### src/rtl/param_serial_subtractor.sv
// Bit-serial unsigned subtractor: diff = a - b (mod 2^WIDTH), one bit per clock, LSB first.
// The final borrow is 1 exactly when a < b; done pulses for one cycle when diff/borrow update.
module param_serial_subtractor #(
    parameter int WIDTH = 4
) (
    input  logic             clk,
    input  logic             rst_n,
    input  logic             start,
    input  logic [WIDTH-1:0] a,
    input  logic [WIDTH-1:0] b,
    output logic             busy,
    output logic             done,
    output logic [WIDTH-1:0] diff,
    output logic             borrow
);

    // state | meaning
    // IDLE  | waiting for start; diff/borrow hold the last result
    // RUN   | one result bit per clock, LSB first
    // DONE  | one-cycle done pulse, diff/borrow just updated

    localparam int CNT_W = (WIDTH > 1) ? $clog2(WIDTH) : 1;

    typedef enum logic [1:0] {
        IDLE = 2'd0,
        RUN  = 2'd1,
        DONE = 2'd2
    } state_t;

    state_t state;
    state_t state_nxt;

    logic [WIDTH-1:0] a_sh;
    logic [WIDTH-1:0] b_sh;
    logic [WIDTH-1:0] res_sh;
    logic [CNT_W-1:0] cnt;
    logic             br;
    logic             d_bit;
    logic             br_nxt;
    logic             last_bit;

    // Full-subtractor cell on the current LSBs of the operand shift registers
    assign d_bit    = a_sh[0] ^ b_sh[0] ^ br;
    assign br_nxt   = (~a_sh[0] & b_sh[0]) | (~(a_sh[0] ^ b_sh[0]) & br);
    assign last_bit = (cnt == CNT_W'(WIDTH - 1));

    always_ff @(posedge clk or negedge rst_n) begin
        if (!rst_n) begin
            state <= IDLE;
        end else begin
            state <= state_nxt;
        end
    end

    always_comb begin
        state_nxt = state;
        case (state)
            IDLE:    if (start) state_nxt = RUN;
            RUN:     if (last_bit) state_nxt = DONE;
            DONE:    state_nxt = IDLE;
            default: state_nxt = IDLE;
        endcase
    end

    always_comb begin
        busy = 1'b0;
        done = 1'b0;
        case (state)
            RUN: busy = 1'b1;
            DONE: begin
                busy = 1'b1;
                done = 1'b1;
            end
            default: begin
                busy = 1'b0;
                done = 1'b0;
            end
        endcase
    end

    always_ff @(posedge clk or negedge rst_n) begin
        if (!rst_n) begin
            a_sh   <= '0;
            b_sh   <= '0;
            res_sh <= '0;
            cnt    <= '0;
            br     <= 1'b0;
            diff   <= '0;
            borrow <= 1'b0;
        end else begin
            case (state)
                IDLE: begin
                    if (start) begin
                        a_sh   <= a;
                        b_sh   <= b;
                        res_sh <= '0;
                        cnt    <= '0;
                        br     <= 1'b0;
                    end
                end
                RUN: begin
                    a_sh   <= a_sh >> 1;
                    b_sh   <= b_sh >> 1;
                    res_sh <= {d_bit, res_sh[WIDTH-1:1]};
                    br     <= br_nxt;
                    cnt    <= cnt + 1'b1;
                    // Outputs change only on the last bit so they hold across RUN
                    if (last_bit) begin
                        diff   <= {d_bit, res_sh[WIDTH-1:1]};
                        borrow <= br_nxt;
                    end
                end
                default: begin
                end
            endcase
        end
    end

endmodule

### config.mk
export PLATFORM = sky130hd
export DESIGN_NAME = param_serial_subtractor
export DESIGN_NICKNAME = d
export VERILOG_FILES = /design/src/rtl/param_serial_subtractor.sv
export SDC_FILE = /design/constraint.sdc
export NUM_CORES = 1
export LEC_CHECK = 0
export BUFFER_PORTS_ARGS = -buffer_cell sky130_fd_sc_hd__clkbuf_2
export CAP_MARGIN = 5
export CORE_MARGIN = 5
export CORE_UTILIZATION = 30
export CTS_CLUSTER_SIZE = 12
export DETAILED_ROUTE_END_ITERATION = 10
export PLACE_DENSITY_LB_ADDON = 0.12
export SYNTH_ARGS = -nofsm -noshare
export SYNTH_HDL_FRONTEND = slang
export SYNTH_SLANG_ARGS = --single-unit
export TNS_END_PERCENT = 1
### constraint.sdc
create_clock -name clk -period 2.1 [get_ports clk]
set_input_delay 0.42 -clock clk [delete_from_list [all_inputs] [get_ports clk]]
set_output_delay 0.42 -clock clk [all_outputs]
set_load 0.1 [all_outputs]
==> flow_metrics.py, run 1 <==
metrics = {
    "sta": {
        "hold_viol_final": 0,
        "max_freq_mhz": 527,
        "rsz0062_at_grt": "false",
        "relSlewSlack_pct": 61.7,
        "min_period_ns": 1.90,
        "slew_viol_final": 0,
        "finalClockSkew_ns": 0.0134,
        "finalCritPeriodShare_pct": 90.4,
        "tightestPinTransition_ns": 0.574,
        "setup_viol": 0,
        "finalSetupTns_ns": 0,
    },
    "status": {
        "status": "completed",
    },
    "clocking": {
        "clock_path_buffers": 2,
        "cts_buffers": 3,
        "cts.clk_slew.worst_paths_ns": 0.13,
        "cts_root_buf": "clkbuf_4",
        "hold_buffers": 0,
        "worstSkewPairLatency_ns": 0.31,
        "cts-htree-levels": 1,
        "cts.repair.resized": 0,
        "cts_setup_buffers": 0,
        "cts_tree": "built",
        "cts_sinks": 21,
    },
    "worst_setup_path": {
        "crit_fanout": 3,
        "crit_arrival_ns": 1.48,
        "crit-reg2reg-launch": "state[1]",
        "worstSetupStartpointType": "flop",
        "critPathKind": "reg2out",
        "crit_required_ns": 1.68,
        "cp-end-kind": "output pin",
        "crit_start": "state[1]",
    },
    "detailed_routing": {
        "initialDrtViolationCount": 29,
        "wl_um": 2200,
        "vias": 770,
        "drc_errors": 0,
        "first_pass_iters": 4,
        "routedWlPerCell_um": 14.1,
        "routed_via_density": 4.94,
        "antenna_left": 0,
    },
    "finish": {
        "final.fill_count": 365,
        "syn_to_final_growth_pct": 13.8,
        "drive_gt1_share_pct": 24.5,
        "final_net_count": 127,
        "antenna_cells": 0,
        "final_cell_mix": "21 x dfrtp_1, 17 x clkbuf_2, 7 x nand2_1, 6 x a21oi_1, 5 x inv_1",
        "layout_commonest_cell": "dfrtp_1",
    },
    "logic_synthesis": {
        "postSynthAreaPerCell_um2": 11.3,
        "synth.net_count": 108,
        "ys_seq_elements": 21,
        "ys_seq_area_share_pct": 50.7,
        "synth_cell_type_count": 29,
        "netlist_area_um2": 1040,
        "yosysWarnings": 0,
        "synth_cells": 92,
    },
    "floorplanning": {
        "initial_core_util_pct": 31.0,
        "core_um2": 3340,
        "die_w_um": 68.8,
        "io_pins": 18,
        "die_y_um": 68.8,
        "dieArea_um2": 4730,
        "rows": 21,
    },
    "hold_path": {
        "hp-class": "in2async",
    },
    "placement": {
        "place.gp.congestion": 0.732,
        "io_buffers": 17,
        "hpwl_um": 1580,
    },
    "grt": {
        "grtUsageTotal_pct": 10.2,
        "grt_overflow": 0,
        "grt_first_pass_wirelength_um": 3560,
        "antenna_found_initial": 0,
        "grt_max_degree": 22,
        "grt_pass1_vias": 747,
    },
    "run": {
        "drv_cap": 0,
    },
}
[cell usage after synthesis]
library cell	number	area (um2)
a221oi_2	1	15.0
nand2b_1	2	12.5
and3_1	2	12.5
o22a_1	2	17.5
buf_4	3	22.5
a21oi_1	6	30.0
or3_1	2	12.5
o21ai_1	3	15.0
buf_6	1	11.3
mux2_1	4	45.0
o221a_1	3	33.8
nor3_1	1	5.00
inv_1	5	18.8
nand2_1	7	26.3
dfrtp_1	21	526
nor2b_4	1	13.8
a22o_1	4	35.0
mux2i_2	1	13.8
nand2_2	1	6.26
o22ai_1	1	6.26
ha_1	4	50.1
nand3_1	4	20.0
inv_2	1	3.75
nor2_1	3	11.3
nand2_4	1	11.3
fa_1	1	20.0
nand4_1	2	12.5
and3b_1	1	8.76
o21ai_0	4	20.0
[layout make-up]
cell class                 count  area [um2]  area share (%)
sequential                    21         526            44.6
multi-input combinational     61         454            38.5
timing repair buffer          18        92.6            7.86
tap                           46        57.6            4.88
clock buffer                   4        26.3            2.23
inverter                       6        22.5            1.91
[critical path: stages, from the launching register on]
cell and delay, ns:
dfrtp_1 0.39, inv_1 0.07, ha_1 0.27, clkbuf_2 0.44
[cell families (layout without fill, tap and decap cells)]
family | after synthesis | after routing | synth area share, %
mux | 5 | 5 | 5.68
flops | 21 | 21 | 50.7
compound gates | 24 | 24 | 16.7
buf+inv | 10 | 28 | 5.43
simple gates | 27 | 27 | 14.7
fa+ha+maj | 5 | 5 | 6.76
[registers in the layout, summed over array words and instances (netlist names)]
| name | count |
|---|---|
| res_sh | 3 |
| cnt | 2 |
| b_sh | 4 |
| a_sh | 4 |
| state | 2 |
| br | 1 |
| diff | 4 |
| borrow | 1 |
[layer usage]
metal	track usage (%)	share of wire [%]	vias up
li1	-	-	366
met1	14.6	51	390
met2	15.1	44	12
met3	2.27	4.2	2
met4	3.65	0.68	0
met5	0	0	-
[final timing paths]
check                            end  cells after the start  slack (ns)
max                             busy                      3        0.20
min                          a_sh[1]                      1        0.07
max in group asynchronous    diff[1]                      1        1.63
max reg2reg                res_sh[2]                      5        0.32
min reg2reg                   borrow                      2        0.50
min in group clk             a_sh[0]                      3        0.36
[stage by stage]
stage / utilization, % / area, um2 / setup WS, ns / cells / hold WS, ns
detailed placement: 34.5 / 1150 / 0.355 / 152 / 0.439
finish: 35.3 / 1180 / 0.201 / 156 / 0.0730
floorplan: - / 1040 / 0.440 / 92 / 0.124
global route: 35.3 / 1180 / 0.0994 / 156 / 0.108
CTS: 35.3 / 1180 / 0.182 / 156 / 0.0958
global placement: 34.5 / 1150 / 0.354 / 152 / 0.439
Power of run 1 is left out: the tool's default activity adds up to more than one toggle a clock period on the data nets, which glitch-free logic cannot reach.
==> inputs of run 2 (changes only) <==
Settings changed: PLACE_DENSITY_LB_ADDON 0.12 to unset.
==> run 2 against run 1 <==
  * Sequential share of layout area barely moved
  * Via count fell by 0.13%
  * Clock skew fell by 0.0017 ns
  * Largest cell class unchanged
  * Cell count did not move
  * Wire length fell by 3.0%
  * Fmax fell by 1.1%
==> flow_metrics.py, run 2 (same netlist as run 1, synthesis figures left out) <==
metrics = {
    "status": {
        "status": "completed",
    },
    "detailed_routing": {
        "wl_um": 2130,
        "first_pass_iters": 4,
        "routed_via_density": 4.93,
        "routedWlPerCell_um": 13.7,
        "initialDrtViolationCount": 24,
        "vias": 769,
        "drc_errors": 0,
        "antenna_left": 0,
    },
    "worst_setup_path": {
        "crit_chain": "inv_1, ha_1, clkbuf_2",
        "slowest_stage": "clkbuf_2",
        "worstSetupStartpointType": "flop",
        "crit_arrival_ns": 1.50,
        "cp-end-kind": "output pin",
        "timing.critical_path.slowest_cell_delay_ns": 0.45,
        "critPathKind": "reg2out",
        "crit_required_ns": 1.68,
        "reg2regPathDepth": 5,
        "worst-path-buf-inv": 2,
        "crit_fanout": 3,
        "path_depth": 3,
        "ff2ff_setup_slack_ns": 0.31,
        "path_delay_family": "buffers and inverters",
    },
    "sta": {
        "relSlewSlack_pct": 63.3,
        "setup_viol": 0,
        "hold_viol_final": 0,
        "finalSetupTns_ns": 0,
        "rsz0062_at_grt": "false",
        "min_period_ns": 1.92,
        "tightestPinTransition_ns": 0.550,
        "finalCritPeriodShare_pct": 91.5,
        "finalClockSkew_ns": 0.0117,
        "max_freq_mhz": 521,
        "slew_viol_final": 0,
    },
    "floorplanning": {
        "die_w_um": 68.8,
        "initial_core_util_pct": 31.0,
        "dieArea_um2": 4730,
        "rows": 21,
        "core_um2": 3340,
        "io_pins": 18,
        "die_y_um": 68.8,
    },
    "finish": {
        "layout_commonest_cell": "dfrtp_1",
        "seq_area_um2": 526,
        "final_cell_mix": "21 x dfrtp_1, 17 x clkbuf_2, 7 x nand2_1, 6 x a21oi_1, 5 x inv_1",
        "syn_to_final_growth_pct": 13.9,
        "final_net_count": 127,
        "final.fill_count": 365,
        "final_util_pct": 35.4,
        "reg_top3": "a_sh: 4 flops, b_sh: 4 flops, diff: 4 flops",
        "antenna_cells": 0,
        "multiInputGateArea_um2": 454,
        "drive_gt1_share_pct": 25.5,
    },
    "grt": {
        "antenna_found_initial": 0,
        "grt_max_degree": 22,
        "grt_overflow": 0,
        "grt_first_pass_wirelength_um": 3730,
        "grt_util_met2_pct": 17.2,
        "grt_pass1_vias": 784,
        "busiest_layer": "met2",
        "grtUsageTotal_pct": 10.8,
        "grt_util_met3_pct": 4.38,
        "met1_usage_pct": 13.8,
    },
    "run": {
        "drv_cap": 0,
    },
    "clocking": {
        "cts.clk_slew.worst_paths_ns": 0.12,
        "clock_path_buffers": 2,
        "hold_buffers": 0,
        "worstSkewPairLatency_ns": 0.31,
        "cts_sinks": 21,
        "cts-htree-levels": 1,
        "cts.repair.resized": 0,
        "cts_tree": "built",
        "cts_setup_buffers": 0,
        "cts_buffers": 3,
        "cts_root_buf": "clkbuf_4",
    },
    "placement": {
        "io_buffers": 17,
        "place.gp.congestion": 0.793,
        "hpwl_um": 1620,
    },
    "hold_path": {
        "hp-class": "in2async",
    },
}
[run 2: metal layers]
metal	up-vias	part of all wire, %
li1	366	-
met1	383	47
met2	18	47
met3	2	5.7
met4	0	0.47
met5	-	0
[run 2: path summary, 6_finish.rpt]
kind / end / startpoint
worst min register to register: diff[0] / diff[0]
min in group clk: a_sh[2] / a[2]
max in group asynchronous: br / rst_n
worst min-delay path: a_sh[2] / rst_n
worst max-delay path: busy / state[0]
worst max register to register: b_sh[2] / state[0]
[run 2: area by class of cell]
class / instances / area share (%)
clock inverter: 1 / 0.424
inverter: 6 / 1.91
timing repair buffer: 18 / 7.85
multi-input combinational: 61 / 38.5
clock buffer: 3 / 1.91
sequential: 21 / 44.5
tap: 46 / 4.88
[run 2: stage by stage]
stage / instances / setup slack [ns] / area, um2 / hold WS, ns
after floorplan: 92 / 0.440 / 1040 / 0.124
after global placement: 152 / 0.425 / 1150 / 0.420
after detailed placement: 152 / 0.345 / 1150 / 0.422
after CTS: 156 / 0.164 / 1180 / 0.0708
after global routing: 156 / 0.109 / 1180 / 0.0939
final: 156 / 0.179 / 1180 / 0.0608
Power of run 2 is left out for the same reason.
